--- config.mk ---
export PLATFORM = sky130hd
export DESIGN_NAME = complex_mul
export DESIGN_NICKNAME = d
export VERILOG_FILES = /design/src/rtl/complex_mul.sv
export SDC_FILE = /design/constraint.sdc
export NUM_CORES = 1
export LEC_CHECK = 0
export BUFFER_PORTS_ARGS = -buffer_cell sky130_fd_sc_hd__buf_4
export CAP_MARGIN = 20
export CORE_UTILIZATION = 45
export CTS_BUF_LIST = sky130_fd_sc_hd__clkbuf_2
export CTS_CLUSTER_SIZE = 20
export DETAILED_ROUTE_END_ITERATION = 7
export RECOVER_POWER = 50
export SYNTH_ARGS = -nofsm -noshare
export SYNTH_HDL_FRONTEND = slang
export SYNTH_SLANG_ARGS = --single-unit
--- constraint.sdc ---
create_clock -name clk -period 2.5 [get_ports clk]
set_input_delay 0.125 -clock clk [delete_from_list [all_inputs] [get_ports clk]]
set_output_delay 0.125 -clock clk [all_outputs]
set_load 0.005 [all_outputs]
--- src/rtl/complex_mul.sv ---
// Two-stage pipelined signed complex multiplier: (a + bi)(c + di) on packed
// 4-bit fields, producing packed 8-bit real/imag results two edges later.
module complex_mul (
  input  logic        clk,
  input  logic        rst_n,
  input  logic        in_valid,
  input  logic [7:0]  in1,
  input  logic [7:0]  in2,
  output logic [15:0] out,
  output logic        out_valid
);

  // Handshake: in_valid qualifies in1/in2 in the cycle it is high; out_valid
  // qualifies out in the cycle it is high. There is no ready/stall, so the
  // consumer must take out on every cycle out_valid is 1.

  logic [7:0] a_x, b_x, c_x, d_x;
  logic [7:0] ac_n, bd_n, ad_n, bc_n;
  logic [7:0] ac, bd, ad, bc;
  logic       v1;
  logic [7:0] re_n, im_n;

  // Sign-extend each field to 8 bits; an 8-bit product modulo 2^8 then equals
  // the exact signed 4x4 product, which always lies in -56..+64.
  assign a_x = {{4{in1[7]}}, in1[7:4]};
  assign b_x = {{4{in1[3]}}, in1[3:0]};
  assign c_x = {{4{in2[7]}}, in2[7:4]};
  assign d_x = {{4{in2[3]}}, in2[3:0]};

  assign ac_n = a_x * c_x;
  assign bd_n = b_x * d_x;
  assign ad_n = a_x * d_x;
  assign bc_n = b_x * c_x;

  always_ff @(posedge clk or negedge rst_n) begin
    if (!rst_n) begin
      ac <= 8'h00;
      bd <= 8'h00;
      ad <= 8'h00;
      bc <= 8'h00;
      v1 <= 1'b0;
    end else begin
      ac <= ac_n;
      bd <= bd_n;
      ad <= ad_n;
      bc <= bc_n;
      v1 <= in_valid;
    end
  end

  // Wraps modulo 2^8; only a=b=c=d=-8 overflows the imaginary part (-> 0x80).
  assign re_n = ac - bd;
  assign im_n = ad + bc;

  always_ff @(posedge clk or negedge rst_n) begin
    if (!rst_n) begin
      out       <= 16'h0000;
      out_valid <= 1'b0;
    end else begin
      out       <= {re_n, im_n};
      out_valid <= v1;
    end
  end

endmodule

==> flow_summary_export.csv <==
group,metric,value,unit
status,status,"finished, final reports clean",
layout,synthToLayoutAreaGrowth,22.0,%
power_and_ir_drop,p_seq_share,32.9,%
synth,yosysWarnings,0,
power_and_ir_drop,p_clk_share,10.9,%
detailed_routing,first_iter_violations,40,
synth,synth_seq_cells,50,
grt,antenna_found_initial,0,
power_and_ir_drop,total_switching_power,1300,uW
timing,maxSlewViolCount,0,
layout,fill_cells,796,
critical_path,setup.worst_path.end_class,"flop",
cts,cts_tree,"done",
cts,tritoncts.num_buffers,5,
place,port_buffers,35,
detailed_routing,drc_errors,0,
timing,min_period,2.48,ns
synth,synth_top_cell_area_share,30.6,%
run,drv_cap,0,
layout,mostFrequentLayoutCells,"buf_4 (71), ha_1 (56), inv_1 (51), dfrtp_1 (50), fa_1 (34)",
timing,rsz0062_at_grt,"yes",
critical_path,cpLargestDelayFamily,"adder cells",
grt,gr-usage-all-layers,16.2,%
cts,cts_sinks,50,
floorplanning,initial_core_util,46.7,%
detailed_routing,drtPass1Iterations,4,
power_and_ir_drop,p_per_area,730,nW/um^2
grt,grt_pass1_vias,2817,
critical_path,crit_path_start,"in2[6]",
timing,finalClockSkew,0.0238,ns
critical_path,arrival,2.83,ns
critical_path,cp.required,2.86,ns
synth,yosys.area.top_type,"dfrtp_1",
cts,post_cts_buffers,0,
synth,synth_fp_nets,485,
critical_path,cp_num_buf_inv,2,
power_and_ir_drop,pwr-share-comb,56.2,%
layout,stdcell_count,562,
critical_path,cp_common_cell,"fa_1",
timing,layout_worst_path_cycle_share,99.0,%
power_and_ir_drop,p_leak,0.00259,uW
critical_path,cp_slowest_cell,"fa_1",
floorplanning,placementRows,34,
layout,nNetsFinal,573,
layout,layout_commonest_cell,"buf_4",
synth,synth_cells,366,
cts,clk_pin_slew_worst_paths,0.23,ns
detailed_routing,vias,2686,
critical_path,path_class,"input port to flop",
floorplanning,ios,36,
layout,diodes,0,
detailed_routing,wl_per_cell,12.2,um
cts,clk_latency,0.41,ns
layout,final_area,4990,um^2
timing,fmax,404,MHz
place,post-dp-hpwl,5.72,mm
hold_path,min_from,"in1[4]",
timing,max_slew_margin,21.2,%
detailed_routing,ant_nets,0,
critical_path,path_cells,"buf_4 > nand2_1 > fa_1 > fa_1 > inv_1 > fa_1 > ha_2 > fa_2 > a21o_1 > a21oi_2 > xnor2_1",
power_and_ir_drop,p_int,2340,uW
place,dp.cells,553,
timing,setup_viol,0,
synth,synthDistinctLibCells,26,
synth,yosysSeqAreaShare,30.6,%
synth,syn_avg_cell_area,11.2,um^2
grt,grt_pass1_wl,12.5,mm
timing,setup-tns-final,0,ns
synth,syn_area,4090,um^2
floorplanning,die-width,97.4,um
critical_path,max_stage_delay,0.49,ns
critical_path,startpoint_type,"input port",
grt,grt_max_degree,51,
floorplanning,die_area,9480,um^2
synth,synth_area_leaders,"dfrtp_1 (31%), ha_1 (19%), fa_1 (19%)",
cts,cts_buffer_depth,2,
critical_path,r2r-start,"bc[0]",
detailed_routing,viasPerCell,4.78,
power_and_ir_drop,vdd_drop_max,0.324,mV
floorplanning,die_h,97.4,um
hold_path,hp-class,"input port to flop",
cts,htree_levels,2,
detailed_routing,finalWirelength,6.83,mm
layout,final_layout_size_suffix_gt1_share,24.9,%
power_and_ir_drop,switching_share,35.7,%
timing,worst_pin_slew,1.18,ns
floorplanning,core_area,8760,um^2
timing,hold_viol,0,
cts,root_buffer,"clkbuf_2",
grt,grt_overflow,0,
place,placed_area,4890,um^2
place,gp_congestion,0.798,
critical_path,worstPathMaxFanout,9,
[timing repair]
item                                    CTS  global route
pin swaps                                 4            19
endpoints found under the hold margin    51             0
hold buffers                              2             0
gates resized for setup                   1             9
endpoints found under the setup margin    2             4
cloned                                    0             0
[area by class of cell]
class                      count  area, um^2  area share [%]
multi-input combinational    260        2730            54.6
sequential                    50        1250            25.1
timing repair buffer          81         611            12.2
clock inverter                 2        33.8           0.676
inverter                      56         210            4.21
clock buffer                   5        25.0           0.501
tap                          108         135            2.71
[worst paths after layout]
path	to	slack, ns	cells past startpoint
setup reg to reg	out[6]	0.66	7
min in group asynchronous	out[4]	0.45	2
max in group asynchronous	ad[7]	1.33	2
setup / recovery	ac[7]	0.02	11
hold reg to reg	out_valid	0.40	0
hold / removal	ac[0]	0.03	3
[power groups by stage]
stage / combinational, uW / clock [uW] / sequential [uW]
finish: 2050 / 399 / 1200
global route: 2350 / 449 / 1230
CTS: 2070 / 423 / 1200
detailed placement: 2050 / 0 / 1220
global placement: 2010 / 0 / 1220
floorplan: 1430 / 0 / 1220
[cell families (layout without fill, tap and decap cells)]
family | count (synthesis) | count (layout) | share of synthesized area [%]
simple gates | 76 | 76 | 10.9
buf+inv | 56 | 144 | 5.13
mux | 4 | 4 | 1.10
compound gates | 42 | 42 | 6.60
fa+ha+maj | 100 | 100 | 37.5
xor+xnor | 38 | 38 | 8.13
flops | 50 | 50 | 30.6
[worst register-to-register path, stage by stage, from the launching register on]
cell	delay, ns
dfrtp_1	0.42
ha_1	0.23
inv_1	0.07
fa_1	0.24
nor2b_4	0.05
o31a_1	0.27
or4_1	0.41
nand3_1	0.09
[flip-flops by register name (all words and copies together), names as in the netlist]
| name | cells |
|---|---|
| bc | 8 |
| v1 | 1 |
| bd | 8 |
| ac | 8 |
| ad | 8 |
| out_valid | 1 |
| out | 16 |
[through the flow]
step                setup slack [ns]  hold slack [ns]  util (%)  power [uW]
detailed placement            -0.507            0.189      55.8        3270
finish                        0.0243           0.0318      57.0        3650
global route                 -0.0884          0.00966      57.0        4030
CTS                          0.00178           0.0228      56.8        3700
floorplan                     -0.292           -0.171         -        2660
global placement              -0.475            0.187      55.8        3230
[layer usage]
| metal | vias to the layer above | track usage, % | part of all wire, % |
|---|---|---|---|
| met5 | - | 0 | 0 |
| met4 | 0 | 4.30 | 1.2 |
| met3 | 6 | 1.94 | 2.6 |
| met2 | 38 | 27.0 | 45 |
| met1 | 1295 | 22.3 | 51 |
| li1 | 1347 | - | - |
[cells in the mapped netlist, drive strengths merged]
| library cell | number |
|---|---|
| nand2 | 11 |
| fa | 38 |
| mux2 | 4 |
| a21oi | 16 |
| o21a | 2 |
| nor3 | 2 |
| nor2b | 10 |
| and2 | 37 |
| xor2 | 6 |
| o211ai | 4 |
| or4 | 2 |
| xnor2 | 32 |
| nor2 | 5 |
| a211oi | 2 |
| dfrtp | 50 |
| nand2b | 7 |
| o31ai | 1 |
| ha | 62 |
| o22ai | 1 |
| nand3 | 2 |
| a2111o | 1 |
| inv | 56 |
| a21o | 9 |
| o21ai | 4 |
| o31a | 2 |
Power figures use the tool's default switching activity.
